<file path="src/rtl/mem_arb_pkg.sv">
// Shared defaults, FSM state encoding and beat-counter sizing for the memory request arbiter.
package mem_arb_pkg;

    localparam int ADDR_BITS_DEF  = 26;
    localparam int TAG_BITS_DEF   = 5;
    localparam int DATA_BITS_DEF  = 128;
    localparam int DATA_BEATS_DEF = 4;
    localparam int BEAT_BITS_DEF  = $clog2(DATA_BEATS_DEF);

    typedef enum logic {
        ST_IDLE  = 1'b0,
        ST_WDATA = 1'b1
    } state_t;

    // A single-beat burst still needs a 1-bit counter to keep the vector legal.
    function automatic int beat_bits(input int beats);
        return (beats > 1) ? $clog2(beats) : 1;
    endfunction

endpackage

</file>
<file path="src/rtl/mem_arb_picker.sv">
// Two-way grant selection: round-robin when MEM_ARB_RR_EN is defined, otherwise client 0 wins ties.
module mem_arb_picker (
`ifdef MEM_ARB_RR_EN
    input  logic       clk,
    input  logic       rst_n,
    input  logic       advance,
`endif
    input  logic [1:0] req,
    output logic       grant
);

`ifdef MEM_ARB_RR_EN
    logic ptr;

    always_comb begin
        grant = 1'b0;
        unique case (req)
            2'b01:   grant = 1'b0;
            2'b10:   grant = 1'b1;
            2'b11:   grant = ptr;
            default: grant = 1'b0;
        endcase
    end

    // After every accepted command the other client gets first claim on the next tie.
    always_ff @(posedge clk or negedge rst_n) begin
        if (!rst_n)
            ptr <= 1'b0;
        else if (advance)
            ptr <= ~grant;
    end
`else
    assign grant = ~req[0] & req[1];
`endif

endmodule

</file>
<file path="src/rtl/mem_req_arbiter.sv">
// Two-client memory request arbiter with write-burst ownership and tag-routed responses.
// Build option: MEM_ARB_RR_EN selects round-robin grant (fixed client-0 priority otherwise).
//
// state    | meaning
// ST_IDLE  | commands pass through from the granted client; no write data moves
// ST_WDATA | owner's write beats forwarded; all commands held off
module mem_req_arbiter
    import mem_arb_pkg::*;
#(
    parameter int ADDR_BITS  = ADDR_BITS_DEF,
    parameter int TAG_BITS   = TAG_BITS_DEF,
    parameter int DATA_BITS  = DATA_BITS_DEF,
    parameter int DATA_BEATS = DATA_BEATS_DEF
) (
    input  logic                        clk,
    input  logic                        rst_n,

    input  logic [1:0]                  c_cmd_valid,
    output logic [1:0]                  c_cmd_ready,
    input  logic [2*ADDR_BITS-1:0]      c_cmd_addr,
    input  logic [2*(TAG_BITS-1)-1:0]   c_cmd_tag,
    input  logic [1:0]                  c_cmd_rw,

    input  logic [1:0]                  c_data_valid,
    output logic [1:0]                  c_data_ready,
    input  logic [2*DATA_BITS-1:0]      c_data_bits,

    output logic [1:0]                  c_resp_valid,
    input  logic [1:0]                  c_resp_ready,
    output logic [DATA_BITS-1:0]        c_resp_data,
    output logic [TAG_BITS-2:0]         c_resp_tag,

    output logic                        m_cmd_valid,
    input  logic                        m_cmd_ready,
    output logic [ADDR_BITS-1:0]        m_cmd_addr,
    output logic [TAG_BITS-1:0]         m_cmd_tag,
    output logic                        m_cmd_rw,

    output logic                        m_data_valid,
    input  logic                        m_data_ready,
    output logic [DATA_BITS-1:0]        m_data_bits,

    input  logic                        m_resp_valid,
    output logic                        m_resp_ready,
    input  logic [DATA_BITS-1:0]        m_resp_data,
    input  logic [TAG_BITS-1:0]         m_resp_tag
);

    localparam int CT       = TAG_BITS - 1;
    localparam int CNT_BITS = beat_bits(DATA_BEATS);
    localparam logic [CNT_BITS-1:0] LAST_BEAT = CNT_BITS'(DATA_BEATS - 1);

    state_t              state, state_nxt;
    logic                owner, owner_nxt;
    logic [CNT_BITS-1:0] beat_cnt, beat_cnt_nxt;

    logic grant;
    logic idle;
    logic wdata;
    logic cmd_fire;
    logic data_fire;
    logic resp_id;

    mem_arb_picker u_picker (
`ifdef MEM_ARB_RR_EN
        .clk     (clk),
        .rst_n   (rst_n),
        .advance (cmd_fire),
`endif
        .req     (c_cmd_valid),
        .grant   (grant)
    );

    // Handshake outputs are qualified by rst_n so nothing leaks through while reset is held.
    assign idle  = rst_n && (state == ST_IDLE);
    assign wdata = rst_n && (state == ST_WDATA);

    assign m_cmd_valid = idle & (|c_cmd_valid);
    assign m_cmd_addr  = grant ? c_cmd_addr[2*ADDR_BITS-1:ADDR_BITS] : c_cmd_addr[ADDR_BITS-1:0];
    assign m_cmd_tag   = {grant, (grant ? c_cmd_tag[2*CT-1:CT] : c_cmd_tag[CT-1:0])};
    assign m_cmd_rw    = c_cmd_rw[grant];
    assign c_cmd_ready = idle ? (grant ? {m_cmd_ready, 1'b0} : {1'b0, m_cmd_ready}) : 2'b00;
    assign cmd_fire    = m_cmd_valid & m_cmd_ready;

    assign m_data_valid = wdata & c_data_valid[owner];
    assign m_data_bits  = owner ? c_data_bits[2*DATA_BITS-1:DATA_BITS] : c_data_bits[DATA_BITS-1:0];
    assign c_data_ready = wdata ? (owner ? {m_data_ready, 1'b0} : {1'b0, m_data_ready}) : 2'b00;
    assign data_fire    = m_data_valid & m_data_ready;

    assign resp_id      = m_resp_tag[TAG_BITS-1];
    assign c_resp_valid = (rst_n & m_resp_valid) ? (resp_id ? 2'b10 : 2'b01) : 2'b00;
    assign m_resp_ready = rst_n & c_resp_ready[resp_id];
    assign c_resp_data  = m_resp_data;
    assign c_resp_tag   = m_resp_tag[TAG_BITS-2:0];

    always_comb begin
        state_nxt    = state;
        owner_nxt    = owner;
        beat_cnt_nxt = beat_cnt;
        unique case (state)
            ST_IDLE: begin
                if (cmd_fire && m_cmd_rw) begin
                    state_nxt    = ST_WDATA;
                    owner_nxt    = grant;
                    beat_cnt_nxt = '0;
                end
            end
            ST_WDATA: begin
                if (data_fire) begin
                    if (beat_cnt == LAST_BEAT) begin
                        state_nxt    = ST_IDLE;
                        beat_cnt_nxt = '0;
                    end else begin
                        beat_cnt_nxt = beat_cnt + 1'b1;
                    end
                end
            end
            default: state_nxt = ST_IDLE;
        endcase
    end

    always_ff @(posedge clk or negedge rst_n) begin
        if (!rst_n) begin
            state    <= ST_IDLE;
            owner    <= 1'b0;
            beat_cnt <= '0;
        end else begin
            state    <= state_nxt;
            owner    <= owner_nxt;
            beat_cnt <= beat_cnt_nxt;
        end
    end

endmodule

</file>
<file path="config.mk">
export PLATFORM = sky130hd
export DESIGN_NAME = mem_req_arbiter
export DESIGN_NICKNAME = d
export VERILOG_FILES = /design/src/rtl/mem_arb_pkg.sv /design/src/rtl/mem_arb_picker.sv /design/src/rtl/mem_req_arbiter.sv
export SDC_FILE = /design/constraint.sdc
export NUM_CORES = 1
export LEC_CHECK = 0
export CAP_MARGIN = 30
export CORE_AREA = 2 2 293 295
export CTS_BUF_LIST = sky130_fd_sc_hd__clkbuf_4
export DETAILED_ROUTE_END_ITERATION = 12
export DIE_AREA = 0 0 295 297
export GPL_TIMING_DRIVEN = 0
export MAX_ROUTING_LAYER = met4
export PLACE_DENSITY_LB_ADDON = 0.12
export SLEW_MARGIN = 20
export SYNTH_ARGS = -nofsm -noshare
export SYNTH_HDL_FRONTEND = slang
export SYNTH_SLANG_ARGS = --single-unit
</file>
<file path="constraint.sdc">
create_clock -name clk -period 1.7 [get_ports clk]
set_clock_uncertainty 0.2 [all_clocks]
set_input_delay 0.255 -clock clk [delete_from_list [all_inputs] [get_ports clk]]
set_output_delay 0.255 -clock clk [all_outputs]
set_load 0.01 [all_outputs]
</file>
==> parameters.txt <==
Parameter                              Value

Worst setup path
  Critical path peak fanout    8
  CP Capture Type    output port
  Crit path launch type    register
  Worst Reg-to-Reg Cells    6
  Critical path's top delay family    buffers and inverters
  Worst reg2reg startpoint    owner
  Crit Path Category    register to output port
  WP buf/inv    5
  Master of the slowest instance on the critical path    dfrtp_1
  Arrival time of the worst setup path    1680 ps
  Worst path cell trace    buf_12, buf_12, buf_16, buf_12, mux2_4, buf_6
  Setup slack of the most critical reg-to-reg path    -130 ps
  CP Data Required Time    1240 ps
  Most common cell on crit path    buf_12
  Capturing point of the worst reg2reg path    beat_cnt[0]
  Delay of the slowest cell on the worst path    380 ps

Final layout
  Count of non-filler cells in the finished layout    2245
  Total area of multi-input combinational cells    0.00248 sq mm
  Nets    1564
  Fillers    9647
  Finished Core Util    14.7%
  Design Area, Final    0.0124 sq mm
  Share of post-route cells with drive strength above 1    49.3%
  Area growth from synthesis to layout    282%
  Area of all sequential standard cells    101 sq um

STA
  Worst path setup slack after routing    -430 ps
  Transition time of the tightest slew-check pin    508 ps
  Final period util    125%
  Worst max-slew margin expressed relative to the limit    66.0%
  Number of max-slew violations in the final report    0
  Upper clock frequency limit    469 MHz
  Setup repair after global routing missed its margin    true
  Fin Hold WS    329 ps
  Count of final hold-check violations    0
  Setup violation total in the final timing report    133
  Shortest clock period the worst path allows after layout    2130 ps

Logic synthesis
  Synthesized netlist cell count    413
  Fraction of synthesized cell area taken by the top area cell type    44.4%
  Main flop type after synthesis    dfrtp_1
  Avg Synthesized Cell Area    7.85 sq um
  Count leader, synth    buf_4
  Synth top area cells    mux2_2, buf_4, nand2_1
  Number of warnings issued by yosys    0
  Flops & latches, synth    4
  FFs w/ async S/R, synth    100%
  Most common library cells after synthesis    buf_4, mux2_2, nand2_1, buf_2, nor2_1
  Cell area after synthesis    0.00324 sq mm
  Fraction of the yosys area taken by sequential cells    3.09%
  Net Count, Synth    876
  Number of synthesized flops with an enable pin    0
  Number of unique standard cell types used by synthesis    25
  Cell taking the most area after synthesis    mux2_2

Detailed routing
  Count of unresolved DRC violations after routing    0
  Via-per-instance ratio    2.46
  Number of vias in the routed layout    5523
  Total iterations of the first detailed-routing run    4
  Number of routed nets with antenna violations    0
  Routed wirelength normalized by instance count    14.8 microns
  First DRT Iteration DRCs    88
  Final WL    33.2 mm

Power
  Fraction of power spent switching nets    34.8%
  Leakage    5.50 nW
  Combinational cell fraction of total power    94.8%
  Worst vdd rail ir drop    0.000220 V
  Fraction of power consumed by the clock network    2.0%
  Internal    3.76 mW
  Switching Power    2.00 mW
  Sequential cell fraction of total power    3.2%
  PwrDens    465 mW/mm^2

Floorplan
  Top-level I/O count    763
  Die area    0.0876 sq mm
  Die height    297 microns
  Core box area    0.0845 sq mm
  Standard-cell row count    107
  Initial Util    3.84%
  Die X-Extent    295 microns

Placement
  Port Buffers    630
  HPWL after DPL    28.2 mm
  DP Cell Count    2187
  Post-Place Setup Slack    -1270 ps
  Area post-placement    0.0110 sq mm
  Gp weighted congestion    0.719

Clock network
  Clock latency reported for the late side of the worst-skew pair    230 ps
  Cell at the root of the clock tree    clkbuf_4
  Clock transition at the registers of the reported paths    40 ps
  Number of buffers created by CTS    3
  Number of levels the H-tree was split into    1
  CTS Buffer Depth    2
  TritonCTS clock tree    done
  Number of sinks driven by the clock tree    4

Hold path
  Hold path depth    2
  Worst hold path endpoint    beat_cnt[1]
  Type of the tightest min-delay check    register to register
  Hold wc startpoint    beat_cnt[1]

Global routing
  First-pass GRT wire length    41.2 mm
  Remaining Overflow, GRT    0
  All-layer global routing usage    6.81%
  Number of antenna violations at the first check in global routing    2
  Maximum number of pins on one net before global-route repair    11
  Number of global-route vias before repair    5884

Run
  Count of maximum capacitance violations    0

Status
  Run status    finished, violations left
  Violated checks    setup timing
==> layer usage <==
layer | up-vias | global-route usage (%) | routed length, microns
met1 | 2522 | 5.94 | 10300
met4 | 0 | 0.0364 | 13
li1 | 2609 | - | -
met3 | 2 | 2.23 | 3390
met5 | - | - | 0
met2 | 390 | 14.4 | 19500
==> what timing repair did <==
item	4_1_cts	5_1_grt
cloned	6	7
setup endpoints to repair	173	167
setup buffers	31	16
hold endpoints to repair	4	0
hold buffers	1	0
pin swaps	4	18
gates resized for setup	668	378
==> layout by cell type (no fill, tap or decap), types with 2 or more instances in the layout <==
cell type and instances:
clkdlybuf4s50_1 456, buf_4 146, buf_6 134, mux2_4 95, nand2_1 73, mux2_2 34, clkbuf_2 30, buf_2 25
buf_12 21, nand2_2 21, clkbuf_16 7, nor2_1 6, buf_16 5, clkbuf_4 4, dlygate4sd2_1 4, inv_1 3
dfrtp_1 3, dlymetal6s2s_1 3, diode_2 2, clkbuf_8 2, mux2i_4 2, buf_8 2
==> area by class of cell <==
class | count | area share [%]
Antenna cell | 2 | 0.0404
Timing Repair Buffer | 688 | 56.6
Clock buffer | 3 | 0.182
Sequential cell | 4 | 0.817
Tap cell | 1144 | 11.5
Multi-Input combinational cell | 249 | 20.0
Inverter | 5 | 0.182
Buffer | 150 | 10.7
==> cell families (layout without fill, tap and decap cells) <==
kind of cell	Yosys count	count (layout)	share of synthesized area [%]
simple gates	110	110	14.0
flops	4	4	3.09
compound gates	5	5	1.20
other cells	0	2	0
buf+inv	160	846	34.8
mux	133	133	46.5
fa+ha+maj	1	1	0.386
==> worst max path at each step <==
stage | startpoint | endpoint | cells past startpoint
after floorplan | owner | m_data_bits[100] | 4
after global placement | rst_n | c_data_ready[0] | 4
after detailed placement | rst_n | c_data_ready[1] | 4
after CTS | owner | m_data_bits[115] | 5
after global routing | owner | m_data_bits[94] | 6
final | owner | m_data_bits[54] | 6
==> worst min-delay path, cell delays in order, from the launching register on <==
cell     delay [ps]
dfrtp_1         370
inv_1            50
mux2i_1          60
==> registers in the layout (all words and copies together) (netlist names) <==
| signal | flops |
|---|---|
| beat_cnt | 2 |
| state | 1 |
| owner | 1 |
==> power groups by stage <==
stage / Combinational (mW) / Sequential, mW / Clock, mW
after floorplan: 1.67 / 0.160 / 0
after global placement: 4.29 / 0.184 / 0
after detailed placement: 4.24 / 0.185 / 0
after CTS: 4.84 / 0.185 / 0.122
after global routing: 5.83 / 0.194 / 0.133
final: 5.47 / 0.182 / 0.116
==> stage by stage <==
stage | TNS (ps) | total power, mW
final | -41600 | 5.76
after global routing | -50490 | 6.15
after CTS | -60380 | 5.15
after detailed placement | -167130 | 4.43
after global placement | -164830 | 4.48
after floorplan | 0 | 1.83
Power figures use the tool's default switching activity.
